File: src/rtl/cpu_bus_arbiter.sv
// Two-port (instruction/data) round-robin arbiter onto a single line-wide memory bus.
// One transaction at a time, with a watchdog that forces a retry when memory stays silent.
module cpu_bus_arbiter #(
  parameter int unsigned TIMEOUT = 255
) (
  input  logic         clk,
  input  logic         rst_n,
  input  logic         i_stb,
  input  logic         i_we,
  input  logic [11:0]  i_adr,
  input  logic [127:0] i_dat_m,
  input  logic [15:0]  i_sel,
  output logic [127:0] i_dat_s,
  output logic         i_ack,
  output logic         i_rty,
  input  logic         d_stb,
  input  logic         d_we,
  input  logic [11:0]  d_adr,
  input  logic [127:0] d_dat_m,
  input  logic [15:0]  d_sel,
  output logic [127:0] d_dat_s,
  output logic         d_ack,
  output logic         d_rty,
  output logic         m_cyc,
  output logic         m_stb,
  output logic         m_we,
  output logic [11:0]  m_adr,
  output logic [127:0] m_dat_m,
  output logic [15:0]  m_sel,
  input  logic [127:0] m_dat_s,
  input  logic         m_ack,
  input  logic         m_rty
);

  typedef enum logic [1:0] {StIdle, StBusyI, StBusyD, StResp} state_e;

  state_e         state_q, state_d;
  logic           owner_q, owner_d;      // 0: I port, 1: D port
  logic           last_q, last_d;        // last port served, same encoding
  logic [7:0]     cnt_q, cnt_d;
  logic [127:0]   resp_q, resp_d;
  logic           res_ack_q, res_ack_d;  // 1: ACK result, 0: RTY result
  logic           we_q, we_d;
  logic [11:0]    adr_q, adr_d;
  logic [127:0]   dat_q, dat_d;
  logic [15:0]    sel_q, sel_d;
  logic           pick_d;
  logic           busy;
  logic           in_resp;

  always_comb begin
    state_d   = state_q;
    owner_d   = owner_q;
    last_d    = last_q;
    cnt_d     = cnt_q;
    resp_d    = resp_q;
    res_ack_d = res_ack_q;
    we_d      = we_q;
    adr_d     = adr_q;
    dat_d     = dat_q;
    sel_d     = sel_q;
    // On a tie the port that was not served last wins.
    pick_d    = d_stb && (!i_stb || !last_q);
    unique case (state_q)
      StIdle: begin
        if (i_stb || d_stb) begin
          owner_d = pick_d;
          state_d = pick_d ? StBusyD : StBusyI;
          cnt_d   = 8'd0;
          we_d    = pick_d ? d_we    : i_we;
          adr_d   = pick_d ? d_adr   : i_adr;
          dat_d   = pick_d ? d_dat_m : i_dat_m;
          sel_d   = pick_d ? d_sel   : i_sel;
        end
      end
      StBusyI, StBusyD: begin
        cnt_d = cnt_q + 8'd1;
        if (m_ack) begin
          resp_d    = m_dat_s;
          res_ack_d = 1'b1;
          state_d   = StResp;
        end else if (m_rty || (cnt_d == 8'(TIMEOUT))) begin
          res_ack_d = 1'b0;
          state_d   = StResp;
        end
      end
      StResp: begin
        last_d  = owner_q;
        state_d = StIdle;
      end
      default: state_d = StIdle;
    endcase
  end

  always_ff @(posedge clk or negedge rst_n) begin
    if (!rst_n) begin
      state_q   <= StIdle;
      owner_q   <= 1'b0;
      last_q    <= 1'b0;
      cnt_q     <= 8'd0;
      resp_q    <= '0;
      res_ack_q <= 1'b0;
      we_q      <= 1'b0;
      adr_q     <= '0;
      dat_q     <= '0;
      sel_q     <= '0;
    end else begin
      state_q   <= state_d;
      owner_q   <= owner_d;
      last_q    <= last_d;
      cnt_q     <= cnt_d;
      resp_q    <= resp_d;
      res_ack_q <= res_ack_d;
      we_q      <= we_d;
      adr_q     <= adr_d;
      dat_q     <= dat_d;
      sel_q     <= sel_d;
    end
  end

  assign busy    = (state_q == StBusyI) || (state_q == StBusyD);
  assign in_resp = (state_q == StResp);

  assign m_cyc   = busy;
  assign m_stb   = busy;
  assign m_we    = we_q;
  assign m_adr   = adr_q;
  assign m_dat_m = dat_q;
  assign m_sel   = sel_q;

  // A requester that has already dropped its strobe never sees the result.
  assign i_ack   = in_resp && !owner_q &&  res_ack_q && i_stb;
  assign i_rty   = in_resp && !owner_q && !res_ack_q && i_stb;
  assign d_ack   = in_resp &&  owner_q &&  res_ack_q && d_stb;
  assign d_rty   = in_resp &&  owner_q && !res_ack_q && d_stb;
  assign i_dat_s = resp_q;
  assign d_dat_s = resp_q;

endmodule

File: config.mk
export PLATFORM = sky130hd
export DESIGN_NAME = cpu_bus_arbiter
export DESIGN_NICKNAME = d
export VERILOG_FILES = /design/src/rtl/cpu_bus_arbiter.sv
export SDC_FILE = /design/constraint.sdc
export NUM_CORES = 1
export LEC_CHECK = 0
export CAP_MARGIN = 20
export CORE_AREA = 2 2 337 339
export DETAILED_ROUTE_END_ITERATION = 6
export DIE_AREA = 0 0 339 341
export PLACE_DENSITY = 0.39
export SYNTH_ARGS = -nofsm -noshare
export SYNTH_HDL_FRONTEND = slang
export SYNTH_SLANG_ARGS = --single-unit
File: constraint.sdc
create_clock -name clk -period 1.7 [get_ports clk]
set_input_delay 0.34 -clock clk [delete_from_list [all_inputs] [get_ports clk]]
set_output_delay 0.34 -clock clk [all_outputs]
set_load 0.01 [all_outputs]
==> flow_summary.toml <==
[clock_network]
cts.clk_slew.worst_paths_ns = 0.06
cts_max_level = 2
cts_tree = "yes"
clock-sinks = 298
ctsLongestPathBuffers = 3
ctsRootBufferMaster = "clkbuf_16"
clk_latency_ns = 0.57
cts_buffers = 39

[yosys]
yosys.area.top_type_share_pct = 53.85
syn_area_per_cell_um2 = 11.60
ys_seq_area_share_pct = 53.85
synth.ff_latch_count = 298
yosysWarnings = 0
synth_area_leader_cell = "dfrtp_1"
ys_types = 42
synthCells = 1194
netlist_top_cells_area = "dfrtp_1, mux2i_1, mux2_2, buf_4, nand2_1"
syn_nets = 1646
netlist_area_um2 = 13850

[die]
die_w_um = 339
coreArea_um2 = 111900
dieHeight_um = 341
io_pins = 867
start_util_pct = 12.38
design.die.area_um2 = 115600
rows = 123

[final_layout]
finalNetCount = 2588
layout_common_cells = "clkdlybuf4s50_1, dlygate4sd2_1, dfrtp_1, mux2i_1, buf_4"
area_growth_pct = 101.5
final_util_pct = 24.94
fin_cells = 3671
drive_gt1_share_pct = 33.18
final_common_cell = "clkdlybuf4s50_1"
fin_area_um2 = 27900

[outcome]
violations = "setup timing"
status = "finished with violations"

[timing]
fin_crit_sh_pct = 115.5
setup_viol = 215
hold_violations = 0
fin_skew_ns = 0.01371
rsz0062_at_grt = "true"
worst_slew_pin_slew_ns = 0.7038
finalCriticalPeriod_ns = 1.963
finalMaxSlewViolations = 0
max-slew-margin-rel_pct = 52.93
max_freq_ghz = 0.5094
worst_slack_ns = -0.2633

[setup_path]
cp.required_ns = 2.14
path_max_fanout = 8
path_class = "reg -> reg"
cp-start-kind = "register"
cp.arrival_ns = 2.41
cp-end-kind = "register"

[global_routing]
grt_max_degree = 52
overflow = 0
grt_antenna_before_repair = 19
grt_usage_pct = 12.37
grt_pass1_vias = 13235
grt_pass1_wl_mm = 103.0

[placement]
port_buffers = 866
numPlacedInstances = 3469
dp_hpwl_mm = 59.57
dpl-instance-area_um2 = 24070
gp_congestion = 0.8131

[flow_run]
maxCapViolCount = 0

[pwr]
power_density_nw_per_um2 = 1855
p_leak_nw = 12.44
ir_worst_vdd_mv = 0.6869
finalPower_mw = 51.75

[drt]
routedWlPerCell_um = 21.49
ant_nets = 0
drcViolationCount = 0
vias_per_cell = 3.508
totalWireLength_mm = 78.87
dr.first_iter.drc_count = 473
drtPass1Iterations = 5
vias = 12878

[worst_hold_path]
hold_path.class = "in -> async"
-- cells in the mapped netlist --
master     number
dfrtp_1       298
nand2_1       166
buf_4         161
mux2i_1       159
mux2_2        129
o21ai_1       119
o21ai_0        45
buf_2          18
clkbuf_1       14
nor2_1         12
a21oi_1         7
clkbuf_2        7
inv_1           7
nand3_1         5
nor3_1          5
ha_1            4
nor4_1          4
a211o_1         3
a21boi_0        2
a21o_1          2
buf_6           2
nor3b_1         2
o21a_1          2
or3b_1          2
xor2_1          2
a2111oi_0       1
a21oi_4         1
a22o_1          1
a311o_1         1
and2_1          1
inv_2           1
nand2b_1        1
nand4_1         1
nor2b_1         1
o211ai_1        1
o21ai_2         1
o221ai_1        1
o311ai_0        1
o32a_1          1
o32ai_1         1
or3_1           1
xnor2_1         1
-- where the power goes --
group | switching [mW] | internal, mW | leakage (nW)
clock network | 3.36 | 5.32 | 0.659
logic | 13.6 | 15.6 | 8.20
registers | 3.03 | 10.8 | 3.58
total | 20.0 | 31.7 | 12.4
-- timing repair --
item / 4_1_cts / 5_1_grt
gates resized for setup: 746 / 330
buffers inserted: 60 / 37
hold endpoints to repair: 32 / 0
hold buffers: 1 / 0
pin swaps: 9 / 92
gates cloned: 11 / 31
endpoints found under the setup margin: 579 / 294
-- sequential cells by signal (all words and copies together) (netlist names) --
name / flops
m_we: 1
m_adr: 12
cnt_q: 8
state_q: 2
owner_q: 1
m_dat_m: 128
m_sel: 16
last_q: 1
res_ack_q: 1
d_dat_s: 128
-- routing by layer --
layer  global-route usage [%]  up-vias  part of all wire (%)
met5                        0        -                     0
met4                    2.861        0                   2.0
met3                    3.203       91                   6.3
met2                    22.62      564                    52
met1                    14.34     6327                    39
li1                         -     5896                     -
-- cell families (layout without fill, tap and decap cells) --
logic type | after synthesis | after routing | share of synthesized area, %
AO/OA/AOI/OAI | 190 | 190 | 7.391
XOR/XNOR | 3 | 3 | 0.1898
adder cells (fa/ha/maj) | 4 | 4 | 0.3614
buffers and inverters | 210 | 1178 | 10.39
flip-flops | 298 | 298 | 53.85
multiplexers | 288 | 288 | 21.98
other | 0 | 7 | 0
AND/OR/NAND/NOR | 201 | 203 | 5.828
-- critical path, cell delays in order (launching register included) --
cell       delay, ns
dfrtp_1         0.41
inv_2           0.07
ha_4            0.30
buf_4           0.13
buf_12          0.15
nand2_8         0.15
buf_12          0.20
clkbuf_16       0.15
mux2_2          0.26
-- through the flow --
| step | hold WS, ns | setup slack (ns) | TNS [ns] |
|---|---|---|---|
| after CTS | 0.3104 | -0.2910 | -22.86 |
| after detailed placement | 0.3601 | -0.6637 | -97.54 |
| after global placement | 0.3565 | -0.6517 | -94.50 |
| after floorplan | 0.04441 | -0.005941 | -0.2377 |
| final | 0.3465 | -0.2633 | -27.49 |
| after global routing | 0.3258 | -0.3186 | -38.75 |
-- final timing paths --
kind | cells after the start | endpoint | slack, ns | from
max | 8 | d_dat_s[93]$_DFFE_PN0P_ | -0.26 | state_q[0]$_DFFE_PN0P_
min | 2 | m_dat_m[91]$_DFFE_PN0P_ | 0.35 | rst_n
min in group clk | 2 | d_dat_s[121]$_DFFE_PN0P_ | 0.39 | m_dat_s[121]
max in group asynchronous | 3 | d_dat_s[10]$_DFFE_PN0P_ | 0.70 | rst_n
min reg2reg | 2 | m_dat_m[13]$_DFFE_PN0P_ | 0.47 | m_dat_m[13]$_DFFE_PN0P_
max reg2reg | 8 | d_dat_s[93]$_DFFE_PN0P_ | -0.26 | state_q[0]$_DFFE_PN0P_
-- area by class of cell --
cell class	count	area [um2]
timing repair buffer	1101	11290
antenna	7	17.52
inverter	8	33.78
tap	1500	1877
sequential	298	7496
clock inverter	10	131.4
clock buffer	59	1204
multi-input combinational	688	5851
fill	12028	83980
Power figures use the tool's default switching activity.
